==> src/rtl/default_slave.sv <==
// default_slave: AXI endpoint that answers every unmapped transaction with DECERR.
// Independent write (AW/W/B) and read (AR/R) state machines; no input-to-output paths.
// Optional build macro DEFSLV_BEAT_COUNT_EN: when defined, the write data phase ends on
// the beat whose count equals the latched AWLEN and WLAST is ignored; when undefined,
// the data phase ends on WLAST and no write-beat counter is built.

module default_slave #(
  parameter int unsigned ID_W   = 8,
  parameter int unsigned DATA_W = 32,
  parameter int unsigned LEN_W  = 4
) (
  input  logic                ACLK,
  input  logic                ARESETn,
  // write address
  input  logic [ID_W-1:0]     AWID,
  input  logic [LEN_W-1:0]    AWLEN,
  input  logic                AWVALID,
  output logic                AWREADY,
  // write data
  input  logic [DATA_W-1:0]   WDATA,
  input  logic [DATA_W/8-1:0] WSTRB,
  input  logic                WLAST,
  input  logic                WVALID,
  output logic                WREADY,
  // write response
  output logic [ID_W-1:0]     BID,
  output logic [1:0]          BRESP,
  output logic                BVALID,
  input  logic                BREADY,
  // read address
  input  logic [ID_W-1:0]     ARID,
  input  logic [LEN_W-1:0]    ARLEN,
  input  logic                ARVALID,
  output logic                ARREADY,
  // read data
  output logic [ID_W-1:0]     RID,
  output logic [DATA_W-1:0]   RDATA,
  output logic [1:0]          RRESP,
  output logic                RLAST,
  output logic                RVALID,
  input  logic                RREADY
);

  localparam logic [1:0] RespDecErr = 2'b11;

  typedef enum logic [1:0] {WIdle, WData, WResp} w_state_e;
  typedef enum logic {RIdle, RData} r_state_e;

  w_state_e         w_state_q, w_state_d;
  r_state_e         r_state_q, r_state_d;
  logic             init_q;
  logic [ID_W-1:0]  bid_q, bid_d;
  logic [ID_W-1:0]  rid_q, rid_d;
  logic [LEN_W-1:0] rlen_q, rlen_d;
  logic [LEN_W-1:0] rcnt_q, rcnt_d;
  logic             w_last_beat;

`ifdef DEFSLV_BEAT_COUNT_EN
  logic [LEN_W-1:0] awlen_q, awlen_d;
  logic [LEN_W-1:0] wcnt_q, wcnt_d;

  assign w_last_beat = (wcnt_q == awlen_q);

  // Write-beat counter and latched burst length.
  always_ff @(posedge ACLK or negedge ARESETn) begin
    if (!ARESETn) begin
      awlen_q <= '0;
      wcnt_q  <= '0;
    end else begin
      awlen_q <= awlen_d;
      wcnt_q  <= wcnt_d;
    end
  end

  // Next-state for the counter: clear on AW, step on every non-final W beat.
  always_comb begin
    awlen_d = awlen_q;
    wcnt_d  = wcnt_q;
    if (AWVALID && AWREADY) begin
      awlen_d = AWLEN;
      wcnt_d  = '0;
    end else if (WVALID && WREADY && !w_last_beat) begin
      wcnt_d = wcnt_q + LEN_W'(1);
    end
  end

  logic unused_in;
  assign unused_in = ^{WDATA, WSTRB, WLAST};
`else
  assign w_last_beat = WLAST;

  logic unused_in;
  assign unused_in = ^{WDATA, WSTRB, AWLEN};
`endif

  // State and payload registers; reset drops any burst or response in flight.
  always_ff @(posedge ACLK or negedge ARESETn) begin
    if (!ARESETn) begin
      init_q    <= 1'b0;
      w_state_q <= WIdle;
      r_state_q <= RIdle;
      bid_q     <= '0;
      rid_q     <= '0;
      rlen_q    <= '0;
      rcnt_q    <= '0;
    end else begin
      init_q    <= 1'b1;
      w_state_q <= w_state_d;
      r_state_q <= r_state_d;
      bid_q     <= bid_d;
      rid_q     <= rid_d;
      rlen_q    <= rlen_d;
      rcnt_q    <= rcnt_d;
    end
  end

  // Write FSM next-state: accept address, absorb data, return one DECERR response.
  always_comb begin
    w_state_d = w_state_q;
    bid_d     = bid_q;
    unique case (w_state_q)
      WIdle: begin
        if (AWVALID && init_q) begin
          bid_d     = AWID;
          w_state_d = WData;
        end
      end
      WData: begin
        if (WVALID && w_last_beat) w_state_d = WResp;
      end
      WResp: begin
        if (BREADY) w_state_d = WIdle;
      end
      default: w_state_d = WIdle;
    endcase
  end

  // Read FSM next-state: one zero-data DECERR beat per RREADY cycle.
  always_comb begin
    r_state_d = r_state_q;
    rid_d     = rid_q;
    rlen_d    = rlen_q;
    rcnt_d    = rcnt_q;
    unique case (r_state_q)
      RIdle: begin
        if (ARVALID && init_q) begin
          rid_d     = ARID;
          rlen_d    = ARLEN;
          rcnt_d    = '0;
          r_state_d = RData;
        end
      end
      RData: begin
        if (RREADY) begin
          // Compare before increment so the counter never wraps at len == max.
          if (rcnt_q == rlen_q) r_state_d = RIdle;
          else                  rcnt_d = rcnt_q + LEN_W'(1);
        end
      end
      default: r_state_d = RIdle;
    endcase
  end

  // Outputs decoded from registered state only; payloads forced to 0 when not valid.
  always_comb begin
    AWREADY = (w_state_q == WIdle) && init_q;
    WREADY  = (w_state_q == WData);
    BVALID  = (w_state_q == WResp);
    BID     = BVALID ? bid_q : '0;
    BRESP   = BVALID ? RespDecErr : 2'b00;
    ARREADY = (r_state_q == RIdle) && init_q;
    RVALID  = (r_state_q == RData);
    RID     = RVALID ? rid_q : '0;
    RDATA   = '0;
    RRESP   = RVALID ? RespDecErr : 2'b00;
    RLAST   = RVALID && (rcnt_q == rlen_q);
  end

endmodule

==> config.mk <==
export PLATFORM = sky130hd
export DESIGN_NAME = default_slave
export DESIGN_NICKNAME = d
export VERILOG_FILES = /design/src/rtl/default_slave.sv
export SDC_FILE = /design/constraint.sdc
export NUM_CORES = 1
export LEC_CHECK = 0
export CAP_MARGIN = 20
export CORE_ASPECT_RATIO = 0.6
export CORE_MARGIN = 5
export CORE_UTILIZATION = 30
export CTS_CLUSTER_SIZE = 12
export DETAILED_ROUTE_END_ITERATION = 8
export GPL_ROUTABILITY_DRIVEN = 1
export PLACE_DENSITY = 0.82
export SYNTH_ARGS = -nofsm -noshare
export SYNTH_HDL_FRONTEND = slang
export SYNTH_SLANG_ARGS = --single-unit
==> constraint.sdc <==
create_clock -name ACLK -period 1.8 [get_ports ACLK]
set_input_delay 0.36 -clock ACLK [delete_from_list [all_inputs] [get_ports ACLK]]
set_output_delay 0.36 -clock ACLK [all_outputs]
set_load 0.1 [all_outputs]
== Word level (Yosys, flattened, before mapping) ==
Cells that the tools add are included.

* Flip-flop bits (word level): 28
* Input bits: 68
* Logic and storage cells: 45

* $add $sub $neg: 1
* Equal/unequal tests: 9
* Multiplexer cells: 16
* Bitwise logic cells: 1
* Reduce and logical (&&, ||, !) cells: 11

{| class="wikitable"
|+ Operators with widths
! cell !! count
|-
| 2-to-1 mux 8 bit || 2
|-
| 2-to-1 mux 4 bit || 3
|-
| 2-to-1 mux 2 bit || 5
|-
| inequality test 2 bit, second input constant || 4
|-
| case mux 4 bit (2 select lines) || 1
|-
| logical AND 1 bit || 6
|-
| case mux 2 bit (3 select lines) || 1
|-
| AND reduction 3 bit || 2
|-
| adder 4 x 1 -> 4 bit, second input constant || 1
|-
| equality test 4 bit || 1
|-
| inequality test 2 x 1 -> 1 bit, second input constant || 2
|-
| AND reduction 2 bit || 2
|-
| 2-to-1 mux 1 bit || 3
|-
| equality test 2 x 1 -> 1 bit, second input constant || 1
|-
| equality test 2 bit, second input constant || 1
|-
| zero test 2 bit || 1
|-
| case mux 1 bit (2 select lines) || 1
|-
| inverter 1 bit || 1
|}

== Logic depth before layout (Yosys ltp) ==
* Depth in word-level cells: 4
* Gate-level depth with buffers: 5

== Worst setup path before layout ==
No wires, ideal clock.

* Path kind: register to register
* From: reg w_state_q[1]
* To: reg bid_q[0]
* Arrival: 3.445 ns
* Required time: 1.672 ns
* Path slack: -1.773 ns
* Stages on the path, launching flop included: 5
* Buffers on the path: 1
* Clock period less this slack: 3.573 ns
* Cell sequence: dfrtp_1 nor3b_1 and2_1 buf_2 mux2_1

* Word-level cells in the longest chain between the ends: 2

{| class="wikitable"
|+ RTL lines
! what !! RTL line !! text
|-
| start: declaration || 49 || <nowiki>w_state_e w_state_q, w_state_d;</nowiki>
|-
| start signal: assignment || 100 || <nowiki>w_state_q <= WIdle;</nowiki>
|-
| start signal: assignment || 108 || <nowiki>w_state_q <= w_state_d;</nowiki>
|-
| zero test 2 bit || 121 || <nowiki>unique case (w_state_q)</nowiki>
|-
| AND reduction 2 bit (no source line) || -- ||
|-
| end signal: assignment || 110 || <nowiki>bid_q <= bid_d;</nowiki>
|-
| end: declaration || 52 || <nowiki>logic [ID_W-1:0] bid_q, bid_d;</nowiki>
|}

Every way passes these cells.
A chain may end at the register's enable or synchronous reset.

== Worst setup path in the final report ==
* From: reg rlen_q[3]
* To: out RLAST

* Word-level cells in the longest chain between the ends: 2

{| class="wikitable"
|+ RTL lines
! what !! RTL line !! text
|-
| start: declaration || 54 || <nowiki>logic [LEN_W-1:0] rlen_q, rlen_d;</nowiki>
|-
| start signal: assignment || 112 || <nowiki>rlen_q <= rlen_d;</nowiki>
|-
| equality test 4 bit || 176 || <nowiki>RLAST = RVALID && (rcnt_q == rlen_q);</nowiki>
|-
| logical AND 1 bit || 176 ||
|-
| end: declaration || 39 || <nowiki>output logic RLAST,</nowiki>
|}

Every way passes these cells.

==> summary.txt <==
Pwr
  – Power Dens Cells: 2080 nW/um^2
  – Static leakage power: 1.24 nW
  – Total chip power: 5.47 mW
  – Max IR drop VDD: about 1600 uV

Synth
  – Leading cell types by total area after synthesis: dfrtp_1 (44%), buf_4 (17%), mux2_1 (14%), and2_1 (7.0%), xor2_2 (3.0%)
  – Leading post-synthesis cells by instance count: buf_4 (36), dfrtp_1 (28), mux2_1 (20)
  – Seq/Total Area, Yosys: a little over two fifths
  – Cell taking the most area after synthesis: dfrtp_1
  – Syn_area_per_cell: 11.2 sq um
  – Netlist cell types: 28
  – Top-count cell post-synth: buf_4
  – Ys async rst share: 100%
  – Area of the mapped netlist: 1600 sq um
  – Post-synth top flop: dfrtp_1
  – Post-Syn Instances: between 100 and 150
  – Number of warnings printed during yosys synthesis: 0
  – Count of flip-flops with a built-in enable after synthesis: 0
  – Number of synthesized register bits: 28
  – Area share of the largest cell type after synthesis: 43.7%

Timing
  – Maximum operating frequency: approximately 0.5 GHz
  – Slew HR: 63.2%
  – Min Tclk post-route: 1.96 ns
  – Period utilisation layout: 109%
  – Transition time at the pin with the least slew margin: 0.545 ns
  – Worst Slack Setup Final: -0.159 ns
  – Hold violation total from the final report: 0
  – Setup repair after global routing missed its margin: true
  – Setup TNS: -0.159 ns
  – Number of setup violations in the final report: 1
  – Worst clock skew: 0.00384 ns
  – Fin. max-slew vios: 0

Finish
  – Final net count: 275
  – Proportion of layout cells with a drive suffix above 1: 46.8%
  – N_diodes: 0
  – Number of standard cells in the final layout excluding fillers: between 200 and 300
  – Utilization of the core after routing: 51.2%
  – Synth-to-layout area growth: 63.8%

CTS
  – Hold_buf cts: 0
  – Number of clock sinks: 28
  – Bufs on Longest Clock Path: 2
  – H-tree level count: 1
  – TritonCTS clock tree: built
  – Root buf cell: clkbuf_8
  – Worst skew pair latency: 0.27 ns
  – CTS buffer count: 3
  – Clock transition time at the flip-flop clock pins of the worst setup and hold paths: 0.09 ns

Die
  – Initial core utilization: between 30% and 40%
  – Die height: ~67 microns
  – Area enclosed by the die boundary: ~7000 sq um
  – IO Count: between 100 and 150
  – CORE AREA: 5130 sq um
  – Total number of placement rows: 20
  – Die X-Extent: 104 microns

Drt
  – First DRT Iteration DRCs: 19
  – Routed WL per cell: 13.4 microns
  – Number of iterations in the first detailed-routing pass: 2
  – Vias after detailed routing: 1111
  – Residual DRC: 0
  – Final Routed Wirelength: 3.64 mm
  – Vias per inst: 4.10
  – ANT nets after route: 0

Global route
  – Largest net degree at the start of global routing: 29
  – Overall routing resource usage: roughly 10%
  – Wire length of the first global-routing pass: ~5.7 mm
  – Initial antenna violation count: 0
  – Vias in the first global route: between 1000 and 1500
  – Final global-route overflow total: 0

Place
  – Placed insts: 258
  – Number of port buffers: 53
  – Detailed-placement wirelength estimate: 2.86 mm
  – Weighted congestion at the end of routability-driven global placement: 0.796

Status
  – Result of the run: complete, but fails checks
  – Violated checks: setup timing

Setup path
  – Worst setup SP type: register
  – Minimum setup slack among reg-to-reg paths: 0.08 ns
  – Max stage delay cell, worst path: dfrtp_1
  – Critical path data arrival time: 1.60 ns
  – Worst reg2reg startpoint: rcnt_q[2]
  – Worst Path Required: ~1.4 ns
  – Crit-path max cell delay: 0.42 ns
  – Maximum net fanout on the critical path: 2
  – Worst Path Class, Setup: register to output pin
  – Crit. End Element: output pin
  – Critical path, cell by cell: xor2_2, nor4_4, and2_4, buf_12
  – Worst setup startpoint: rlen_q[3]

Flow run
  – Max Cap Viol: 0

Worst hold path
  – Hold/Removal Path Class: input pin to async pin
## registers in the layout (all words and copies together), names as in the netlist
signal	count
RVALID	1
rid_q	8
rlen_q	4
bid_q	8
rcnt_q	4
w_state_q	2
init_q	1
## placed cells by master, fill, tap and decap left out, types with 2 or more instances in the layout
cell type,n
inv_1,2
dfrtp_2,2
conb_1,33
buf_4,13
nand2_1,5
dfrtp_1,25
clkbuf_8,4
mux2_4,19
clkdlybuf4s50_1,27
nand3_2,2
nand3_1,4
buf_12,26
and2_2,15
nor2b_2,2
xor2_2,4
and2_4,2
## metrics by stage
step	hold slack, ns	worst slack (ns)	area, sq um
floorplan	0.0644	-0.311	1880
global placement	0.470	0.120	2490
detailed placement	0.480	0.0910	2490
CTS	0.472	-0.157	2600
global route	0.500	-0.239	2630
finish	0.464	-0.159	2630
## critical path, delay by kind of cell, from the launching register on
kind	cells	cell delay [ns]
xor gates and xnor gates	1	0.21
DFF	1	0.42
and+or+nand+nor	2	0.53
buffers and inverters	1	0.16
## cell type report
type,instances,area [sq um]
timing repair buffer,67,900
sequential,28,707
inverter,2,7.51
tap,66,82.6
clock buffer,4,55.1
multi-input combinational,104,873
fill,446,2500
## path summary, 6_finish.rpt
| kind | endpoint | depth (start not counted) |
|---|---|---|
| min in group ACLK | bid_q[0] | 1 |
| max reg2reg | rcnt_q[2] | 6 |
| max | RLAST | 4 |
| min | bid_q[5] | 2 |
| min reg2reg | bid_q[0] | 1 |
| max in group asynchronous | RVALID | 2 |
## per-layer routing
metal,track usage (%),wire length [microns]
met1,13.9,1620
met2,15.7,1800
met3,3.00,191
met4,1.94,19
met5,0,0
## power by group
part | switching, mW | internal, mW
clock | 0.188 | 0.196
combinational | 2.35 | 1.52
sequential | 0.284 | 0.933
## logic make-up after synthesis
family                     Yosys count  synth area share, %
and+or+nand+nor                     38                 14.3
DFF                                 28                 43.7
xor gates and xnor gates             4                 3.59
AOI/OAI and AO/OA                    8                 4.68
muxes                               20                 14.1
other                                2                0.469
adders and majority gates            1                0.781
buffers and inverters               42                 18.4
## what timing repair did
item                                    in CTS  in global routing
buffers inserted                             7                  2
endpoints found under the setup margin       9                  9
gates resized for setup                      4                  1
pin swaps                                    2                  2
(Power assumes the default switching activity.)
